`src/rtl/plot_port_arbiter.sv`:
```
// Round-robin owner of the framebuffer write port: grants one client a solid
// box fill, plots it row-major at one pixel per clock, then pulses done.
module plot_port_arbiter #(
  parameter int X_W   = 8,
  parameter int Y_W   = 7,
  parameter int COL_W = 3,
  parameter int BOX_W = 4,
  parameter int BOX_H = 4
) (
  input  logic             clk,
  input  logic             reset_n,
  input  logic [1:0]       req,
  input  logic [X_W-1:0]   x0,
  input  logic [X_W-1:0]   x1,
  input  logic [Y_W-1:0]   y0,
  input  logic [Y_W-1:0]   y1,
  input  logic [COL_W-1:0] col0,
  input  logic [COL_W-1:0] col1,
  output logic [1:0]       gnt,
  output logic [1:0]       done,
  output logic             busy,
  output logic [X_W-1:0]   vga_x,
  output logic [Y_W-1:0]   vga_y,
  output logic [COL_W-1:0] vga_colour,
  output logic             vga_plot,
  output logic [1:0]       fsm_state
);

  localparam int DXW = (BOX_W > 1) ? $clog2(BOX_W) : 1;
  localparam int DYW = (BOX_H > 1) ? $clog2(BOX_H) : 1;

  typedef enum logic [1:0] {
    IDLE = 2'd0,
    SCAN = 2'd1,
    DONE = 2'd2
  } state_t;

  // Handshake: req is a level sampled only in IDLE; the granted client sees
  // gnt for the whole burst and done for exactly one cycle at its end.
  state_t         state;
  logic           owner;
  logic           last_served;
  logic [X_W-1:0] ox;
  logic [Y_W-1:0] oy;
  logic [DXW-1:0] dx;
  logic [DYW-1:0] dy;

  logic             winner;
  logic [X_W-1:0]   sel_x;
  logic [Y_W-1:0]   sel_y;
  logic [COL_W-1:0] sel_col;
  logic             dx_last;
  logic             dy_last;
  logic [DXW-1:0]   dx_nxt;
  logic [DYW-1:0]   dy_nxt;

  assign fsm_state = state;

  always_comb begin
    winner  = (req == 2'b11) ? ~last_served : req[1];
    sel_x   = winner ? x1 : x0;
    sel_y   = winner ? y1 : y0;
    sel_col = winner ? col1 : col0;
    dx_last = (dx == DXW'(BOX_W - 1));
    dy_last = (dy == DYW'(BOX_H - 1));
    dx_nxt  = dx_last ? '0 : dx + DXW'(1);
    dy_nxt  = dx_last ? dy + DYW'(1) : dy;
  end

  always_ff @(posedge clk) begin
    if (!reset_n) begin
      state       <= IDLE;
      owner       <= 1'b0;
      last_served <= 1'b1;
      ox          <= '0;
      oy          <= '0;
      dx          <= '0;
      dy          <= '0;
      gnt         <= '0;
      done        <= '0;
      busy        <= 1'b0;
      vga_x       <= '0;
      vga_y       <= '0;
      vga_colour  <= '0;
      vga_plot    <= 1'b0;
    end else begin
      case (state)
        IDLE: begin
          done <= '0;
          if (|req) begin
            // First pixel is the origin itself, so it goes out with the grant.
            owner      <= winner;
            ox         <= sel_x;
            oy         <= sel_y;
            gnt        <= winner ? 2'b10 : 2'b01;
            busy       <= 1'b1;
            vga_x      <= sel_x;
            vga_y      <= sel_y;
            vga_colour <= sel_col;
            vga_plot   <= 1'b1;
            dx         <= '0;
            dy         <= '0;
            state      <= SCAN;
          end
        end
        SCAN: begin
          if (dx_last && dy_last) begin
            vga_plot <= 1'b0;
            done     <= owner ? 2'b10 : 2'b01;
            state    <= DONE;
          end else begin
            dx    <= dx_nxt;
            dy    <= dy_nxt;
            vga_x <= ox + X_W'(dx_nxt);
            vga_y <= oy + Y_W'(dy_nxt);
          end
        end
        DONE: begin
          done        <= '0;
          gnt         <= '0;
          busy        <= 1'b0;
          last_served <= owner;
          dx          <= '0;
          dy          <= '0;
          state       <= IDLE;
        end
        default: state <= IDLE;
      endcase
    end
  end

endmodule

```
`config.mk`:
```
export PLATFORM = sky130hd
export DESIGN_NAME = plot_port_arbiter
export DESIGN_NICKNAME = d
export VERILOG_FILES = /design/src/rtl/plot_port_arbiter.sv
export SDC_FILE = /design/constraint.sdc
export NUM_CORES = 1
export LEC_CHECK = 0
export ABC_AREA = 1
export CAP_MARGIN = 20
export CORE_MARGIN = 1.5
export CORE_UTILIZATION = 33
export CTS_CLUSTER_SIZE = 28
export DETAILED_ROUTE_END_ITERATION = 16
export GPL_TIMING_DRIVEN = 0
export PLACE_DENSITY = 0.59
export SLEW_MARGIN = 20
export SYNTH_ARGS = -nofsm -noshare
export SYNTH_HDL_FRONTEND = slang
export SYNTH_SLANG_ARGS = --single-unit
```
`constraint.sdc`:
```
create_clock -name clk -period 2 [get_ports clk]
set_input_delay 0.5 -clock clk [delete_from_list [all_inputs] [get_ports clk]]
set_output_delay 0.5 -clock clk [all_outputs]
set_load 0.02 [all_outputs]
```
==> results.cfg <==
[die]
die_w_um = 88.99
die_area_um2 = 7918
start_util_pct = 33.82
io_pins = 66
core_um2 = 7214
die_y_um = 88.99
num_rows = 31

[synthesis]
postSynthAreaPerCell_um2 = 6.931
synth_seq_area_share_pct = 38.56
synthCells = 352
syn-num-nets = 400
yosys_warnings = 0
syn_area_um2 = 2440
ys_types = 28
synth-seq-cells = 47

[drt]
ant_nets = 0
post_drt_wl_per_cell_um = 13.67
first_iter_violations = 110
first_pass_iters = 4
viasPerCell = 4.795
drc = 0
wl_um = 7149
vias = 2508

[placement]
dp_hpwl_um = 5141
numPortBuffers = 64
routabilityCongestion = 0.8127

[pwr]
sequentialPowerShare_pct = 46.8
p_leak_nw = 1.424
internal_power_w = 0.001555
p_per_area_nw_per_um2 = 698.9
p_sw_w = 0.0007697
pwr-share-comb_pct = 27.6
switching_share_pct = 33.10
ir_drop_uv = 277.9
pwr-share-clk_pct = 25.6

[sta]
hold_viol_final = 0
rsz0062_at_grt = false
worst_slew_pin_slew_ns = 0.5405
post-route-period-util_pct = 93.37
slew_headroom_pct = 63.97
finalClockSkew_ns = 0.008018
fmax_ghz = 0.5355
hold-worst-slack_ns = 0.4699
tns_ns = 0
maxSlewViolCount = 0
fin_crit_ns = 1.867
setup_viol = 0

[final_layout]
drive_gt1_share_pct = 8.962
areaGrowthSynthToFinish_pct = 36.36
antenna_cells = 0
layout.nets = 471
final_util_pct = 46.12

[critical_path]
critPathRequiredTime_ns = 2.22
arrival_ns = 2.08
criticalPathCategory = reg -> reg
start_kind = register
crit_path_end_kind = register
r2r_slack_ns = 0.13
r2r_start = dx[0]$_SDFFE_PN0P_
crit_start = dx[0]$_SDFFE_PN0P_
cp_max_fo = 4
r2r_end = vga_x[6]$_SDFFE_PN0P_
reg2regPathDepth = 11
endpoint = vga_x[6]$_SDFFE_PN0P_

[global_route]
grt_pass1_wl_um = 11360
grt_start_max_net_pins = 15
grt_antenna_before_repair = 0
grt_usage_pct = 19.04
grt_pass1_vias = 2375
overflow = 0

[cts]
postCtsSetupBuffers = 0
cts.sinks = 47
clk-insertion-delay-late_ns = 0.31
clockBufferDepth = 2
path_clk_slew_ns = 0.09
htree_levels = 2
cts_tree = yes
cts-root-buf = clkbuf_8
cts_made_buffers = 5
ctsHoldBuffers = 0

[outcome]
status = completed

[job]
drv_cap = 0

[min_path]
hold_path_class = reg -> reg
Yosys cell counts:
master / instances / area share (%)
o21ai_1: 3 / 0.62
a21oi_1: 24 / 4.9
a31oi_1: 20 / 5.1
nand4_1: 2 / 0.51
o21ai_0: 28 / 5.7
nor2_1: 15 / 2.3
inv_2: 4 / 0.62
fa_1: 2 / 1.6
buf_6: 1 / 0.46
dfxtp_1: 47 / 39
clkbuf_1: 5 / 0.77
nor2_2: 2 / 0.51
mux2_2: 1 / 0.46
o21ai_4: 1 / 0.67
nor2_4: 1 / 0.46
o311ai_0: 1 / 0.36
xor2_1: 2 / 0.72
ha_1: 6 / 3.1
nand3_1: 34 / 7.0
inv_1: 32 / 4.9
or2_1: 2 / 0.51
nor3_1: 1 / 0.20
nand2_1: 104 / 16
nand2_4: 1 / 0.46
nand3b_1: 2 / 0.62
buf_4: 4 / 1.2
buf_2: 5 / 1.0
nand2_2: 2 / 0.51
power groups by stage:
stage / Clock, W / Combinational [W] / Sequential [W]
finish: 0.000595 / 0.000642 / 0.00109
global route: 0.000645 / 0.000711 / 0.00110
CTS: 0.000607 / 0.000639 / 0.00109
detailed placement: 0 / 0.000634 / 0.00111
global placement: 0 / 0.000627 / 0.00111
floorplan: 0 / 0.000302 / 0.00115
cells in the final DEF, fill, tap and decap left out, drive strengths merged:
master,Yosys,layout
o21ai,32,32
o311ai,1,1
nand3,34,34
nand2,107,107
dfxtp,47,47
nand4,2,2
xor2,2,2
clkinv,0,1
nor3,1,1
fa,2,2
ha,6,6
a31oi,20,20
mux2,1,1
a21oi,24,24
clkdlybuf4s50,0,64
clkinvlp,0,1
nor2,18,18
clkbuf,5,11
inv,36,36
nand3b,2,2
or2,2,2
buf,10,10
metal layers:
metal  share of wire [%]  GRT usage [%]  routed length, um  up-vias
met5                   0              0                  0        -
met4                0.94          5.175                 67        0
met3                 5.5          3.878                390        6
met2                  46          31.47               3267       62
met1                  48          25.38               3424     1141
li1                    -              -                  -     1299
sequential cells by signal, indices dropped and copies added, names as in the netlist:
signal / count
fsm_state: 2
vga_plot: 1
owner: 1
vga_x: 8
dx: 2
ox: 8
gnt: 2
oy: 7
last_served: 1
dy: 2
busy: 1
vga_colour: 3
vga_y: 7
done: 2
how the worst min path moves through the flow:
| stage | startpoint | end | cells after the start |
|---|---|---|---|
| 2_1_floorplan | owner$_SDFFE_PN0P_ | owner$_SDFFE_PN0P_ | 2 |
| 3_3_place_gp | owner$_SDFFE_PN0P_ | owner$_SDFFE_PN0P_ | 2 |
| 3_5_place_dp | owner$_SDFFE_PN0P_ | owner$_SDFFE_PN0P_ | 2 |
| 4_1_cts | owner$_SDFFE_PN0P_ | owner$_SDFFE_PN0P_ | 2 |
| 5_1_grt | owner$_SDFFE_PN0P_ | owner$_SDFFE_PN0P_ | 2 |
| 6_report | owner$_SDFFE_PN0P_ | owner$_SDFFE_PN0P_ | 2 |
cells by family after synthesis:
family	count (synthesis)	synth area share, %
adders and majority gates	8	4.718
muxes	1	0.4615
DFF	47	38.56
xor gates and xnor gates	2	0.7181
and+or+nand+nor	166	29.08
buffers and inverters	51	9.026
AOI/OAI and AO/OA	77	17.44
critical path: stages (launching register included):
cell and delay (ns):
dfxtp_2 0.35, ha_4 0.18, nor2_2 0.12, ha_2 0.20, inv_1 0.05, fa_2 0.37, nor2_4 0.13, nand4_1 0.10
nand3_1 0.10, nand3_1 0.07, nand2_1 0.07, inv_1 0.04
metrics by stage:
stage	instance area (um^2)	power, W	setup WS (ns)	std cells
6_report	3327	0.002325	0.1326	523
3_5_place_dp	3204	0.001739	-0.1350	515
3_3_place_gp	3204	0.001732	-0.1365	515
5_1_grt	3327	0.002457	0.007353	523
4_1_cts	3299	0.002332	0.005320	523
2_1_floorplan	2440	0.001456	0.1098	352
final cells by class:
type                            count  area, um^2
Clock buffer                        6       72.57
Multi-Input combinational cell    254        1313
Fill cell                         762        3887
Clock inverter                      2       12.51
Timing Repair Buffer               64       640.6
Sequential cell                    47       944.7
Tap cell                           99       123.9
Buffer                             15       85.08
Inverter                           36       135.1
what timing repair did:
item                                    4_1_cts  5_1_grt
endpoints found under the hold margin         0        0
pin swaps                                     0        1
endpoints found under the setup margin        3        9
gates resized for setup                       4        8
Power figures use the tool's default switching activity.
==> RTL change 1 (same settings) <==
The parameter `COL_W` goes from 3 to 4.
--- a/src/rtl/plot_port_arbiter.sv
+++ b/src/rtl/plot_port_arbiter.sv
@@ -3,7 +3,7 @@
 module plot_port_arbiter #(
   parameter int X_W   = 8,
   parameter int Y_W   = 7,
-  parameter int COL_W = 3,
+  parameter int COL_W = 4,
   parameter int BOX_W = 4,
   parameter int BOX_H = 4
 ) (
Interface: changed (resized col0, col1 and vga_colour); port bits go from 66 to 69. The function was not compared with the original's and may differ.
==> RTL change 1 against the unedited design <==
Critical path depth shrank 2; clock power about the same; final cell count up 1.3%; global-route usage fell by 0.60 points; clock skew decreased by 0.0019 ns; area after synthesis grew 2.7%; power grew 2.1%; non-clock buffer count increased by 6; critical path type unchanged; largest power group unchanged; setup slack worse by 0.038 ns; wire length rose by 3.3%; sequential cell count rose by 1; final area is 4.6% higher.
==> RTL change 1: results <==
[yosys]
yosysWarningCount = 0
syn_nets = 404
seq_area_frac_synth = 0.383
synthTopCellsByArea = dfxtp_1 38%, nand2_1 16%, nand3_1 6.4%
yosys-top-cells-count = 106 x nand2_1, 48 x dfxtp_1, 32 x nand3_1, 27 x a21oi_1, 22 x inv_1
synthArstFlopShare = 0
ys_types = 29
synth_edf_count = 0

[hold_path]
hold_start = busy
min_path_type = flop to flop

[finish]
n_antenna_cell = 0
top_regs = ox (8), vga_x (8)
fin_nets = 480
fillers = 778
drive_gt1_frac = 0.139

[place]
dp_hpwl_mm = 5.31
routabilityCongestion = 0.843
io_buffers = 67

[power]
p_leak_nw = 1.42
switchingPower_w = 0.000777
vdd_ir_drop_max_mv = 0.304

[route]
routed_wl_mm = 7.39
drt-pass1-iter-count = 4
vias = 2546
first_iter_violations = 132

[grt]
antenna_found_initial = 0
grt_max_degree = 16
grt_pass1_vias = 2446
grt_usage = 0.184
grt_pass1_wl_mm = 12.0

[clock_network]
cts_made_buffers = 5
ctsRootBufferMaster = clkbuf_8
cts_buffer_depth = 2
worstSkewPairLatency_ns = 0.31
htree_levels = 2
clkTransAtPathRegs_ns = 0.09

[run_status]
status = finished, final reports clean

[setup_path]
rr_startpoint = dy[0]
critPathLaunchType = flop
arrival_ns = 2.11
worstPathMaxFanout = 6

[sta]
clock_skew_ns = 0.00615
worst_pin_slew_ns = 0.544
RTL change 1: cell count changes after synthesis, moves of 4 or more:
cell,delta
inv_1,-10
nand2_2,+6
inv_2,+4
buf_6,+5
o21ai_0,-19
o21ai_1,+14
RTL change 1: layout make-up:
type	count	area, µm²	share of cell area
Buffer	16	118	0.0338
Clock buffer	5	68.8	0.0198
Clock inverter	3	18.8	0.00539
Inverter	32	120	0.0345
Multi-Input combinational cell	258	1380	0.396
Sequential cell	48	968	0.278
Tap cell	99	124	0.0356
Timing Repair Buffer	69	686	0.197
RTL change 1: logic make-up after synthesis:
family	count (synthesis)	synth area share
adders and majority gates	8	0.0459
DFF	48	0.383
and+or+nand+nor	170	0.294
AOI/OAI and AO/OA	77	0.170
buffers and inverters	48	0.0949
xor gates and xnor gates	2	0.00699
muxes	1	0.00449
RTL change 1: metrics by stage:
stage	std cells	cell area, µm²	setup WS (ns)
2_1_floorplan	354	2510	0.107
3_3_place_gp	520	3300	-0.164
3_5_place_dp	520	3300	-0.189
4_1_cts	528	3410	0.0187
5_1_grt	530	3480	-0.000218
6_report	530	3480	0.0943
RTL change 1: final timing paths:
| check | end | slack [ns] | cells after the start |
|---|---|---|---|
| worst max-delay path | vga_y[4] | 0.09 | 9 |
| worst min-delay path | busy | 0.47 | 2 |
| worst max register to register | vga_y[4] | 0.09 | 9 |
| worst min register to register | busy | 0.47 | 2 |
RTL change 1: timing repair:
item / CTS / global route
pin swaps: 1 / 7
buffers inserted: 0 / 2
gates resized for setup: 6 / 14
setup endpoints to repair: 5 / 6
RTL change 1: critical path, stage by stage (launching register included):
cell	delay, ns
dfxtp_2	0.36
ha_1	0.28
mux2_2	0.31
fa_2	0.41
inv_1	0.07
o21ai_0	0.08
nand3_1	0.08
nand3_1	0.10
nand3_1	0.08
inv_1	0.05
RTL change 1: layer usage:
layer / track usage / routed length, µm / up-vias
met5: 0 / 0 / -
met4: 0.0450 / 81 / 0
met3: 0.0389 / 351 / 6
met2: 0.289 / 3330 / 65
met1: 0.257 / 3630 / 1155
li1: - / - / 1320
RTL change 1: power by group through the flow:
stage / Combinational [W] / Sequential [W] / Clock, W
floorplan: 0.000318 / 0.00118 / 0
global placement: 0.000652 / 0.00112 / 0
detailed placement: 0.000655 / 0.00112 / 0
CTS: 0.000664 / 0.00111 / 0.000606
global route: 0.000741 / 0.00112 / 0.000647
finish: 0.000674 / 0.00111 / 0.000593
==> RTL change 2 (same settings) <==
Without the edit above. Reset style: asynchronous (`reset_n`), changed in one clocked block.
--- a/src/rtl/plot_port_arbiter.sv
+++ b/src/rtl/plot_port_arbiter.sv
@@ -67,7 +67,7 @@
     dy_nxt  = dx_last ? dy + DYW'(1) : dy;
   end
 
-  always_ff @(posedge clk) begin
+  always_ff @(posedge clk or negedge reset_n) begin
     if (!reset_n) begin
       state       <= IDLE;
       owner       <= 1'b0;
Behaviour: differs if reset_n is asserted again (counterexample within 4 cycles, from zero or initial values and one cycle with reset_n low); with reset_n held inactive, the same outputs for 10 cycles.
==> RTL change 2 against the unedited design <==
Sequential cell count stayed put; area after synthesis is 5.7% higher; wire length rose by 5.4%; critical path depth shrank 1; hold slack worse by 0.26 ns; final area increased by 7.9%; setup slack worse by 0.11 ns.
Power is not compared: it rests on default switching activity, and its combinational part moved more than twofold at a synthesized area within 25%.
==> RTL change 2: results <==
[sta]
fin_ws_ns = 0.0226
clock_skew_ns = 0.00974
relSlewSlack = 0.577

[finish]
drive_gt1_frac = 0.121
fin_nets = 468

[place]
dpl_cell_area_mm2 = 0.00336
routabilityCongestion = 0.836
io_buffers = 65
dp_cells = 508
dp_hpwl_mm = 5.17

[grt]
grt_usage = 0.186
grt_max_degree = 48
grt_pass1_vias = 2431

[route]
viasPerCell = 4.82
first_iter_violations = 122
wire_per_inst_um = 14.4

[yosys]
synthTopCellsByArea = dfrtp_1 45%, nand2_1 17%, nand3_1 10%
synthArstFlopShare = 1.00
syn_nets = 389
yosys-top-cells-count = 118 x nand2_1, 52 x nand3_1, 46 x dfrtp_1, 32 x nor2_1, 26 x inv_1
synth.avg_cell_area_um2 = 7.57
ys_types = 24
seq_area_frac_synth = 0.456
synthFlopType = dfrtp_1

[setup_path]
startpoint = dx[0]
rr_startpoint = dx[0]
max_stage_delay_ns = 0.46
arrival_ns = 2.17
worstPathMaxFanout = 5

[run_status]
status = finished, final reports clean

[hold_path]
min_path_type = input pin to asynchronous set/reset pin
[RTL change 2: cell types whose count changed after synthesis, sizes merged, moves of 3 or more]
cell | before | now
dfrtp | 0 | 46
inv | 36 | 29
nand3 | 34 | 52
nand2 | 107 | 123
a21oi | 24 | 3
clkbuf | 5 | 0
dfxtp | 47 | 0
a31oi | 20 | 11
o21ai | 32 | 17
nor2 | 18 | 33
nand3b | 2 | 5
[RTL change 2: logic make-up after synthesis]
kind of cell	count (synthesis)	share of synthesized area
adder cells (fa/ha/maj)	8	0.0446
multiplexers	1	0.00436
AND/OR/NAND/NOR	215	0.360
AO/OA/AOI/OAI	31	0.0669
buffers and inverters	38	0.0640
XOR/XNOR	1	0.00340
flip-flops	47	0.456
[RTL change 2: metal layers]
layer,routed length (µm),vias to the layer above,global-route usage,share of wire
met1,3630,1174,0.247,0.48
met2,3390,77,0.302,0.45
met4,87,0,0.0469,0.012
li1,-,1263,-,-
met5,0,-,0,0
met3,432,7,0.0452,0.057
[RTL change 2: final cells by class]
cell class,instances,area (µm²)
timing repair buffer,72,706
multi-input combinational,256,1310
tap,102,128
sequential,47,1180
buffer,9,58.8
clock buffer,8,100
fill,766,4060
inverter,29,109
[RTL change 2: report_power, final]
part	total, W	switching, W	internal, W
sequential	0.00178	0.000360	0.00142
combinational	0.00351	0.00198	0.00153
clock	0.000646	0.000330	0.000316
[RTL change 2: worst min path at each step]
stage / start / to / slack (ns) / cells past startpoint
after floorplan: reset_n / busy / 0.20 / 0
after global placement: vga_y[4] / vga_y[4] / 0.46 / 2
after detailed placement: vga_y[4] / vga_y[4] / 0.47 / 2
after CTS: reset_n / vga_x[3] / 0.24 / 1
after global routing: reset_n / vga_x[3] / 0.27 / 1
final: reset_n / vga_x[3] / 0.21 / 1
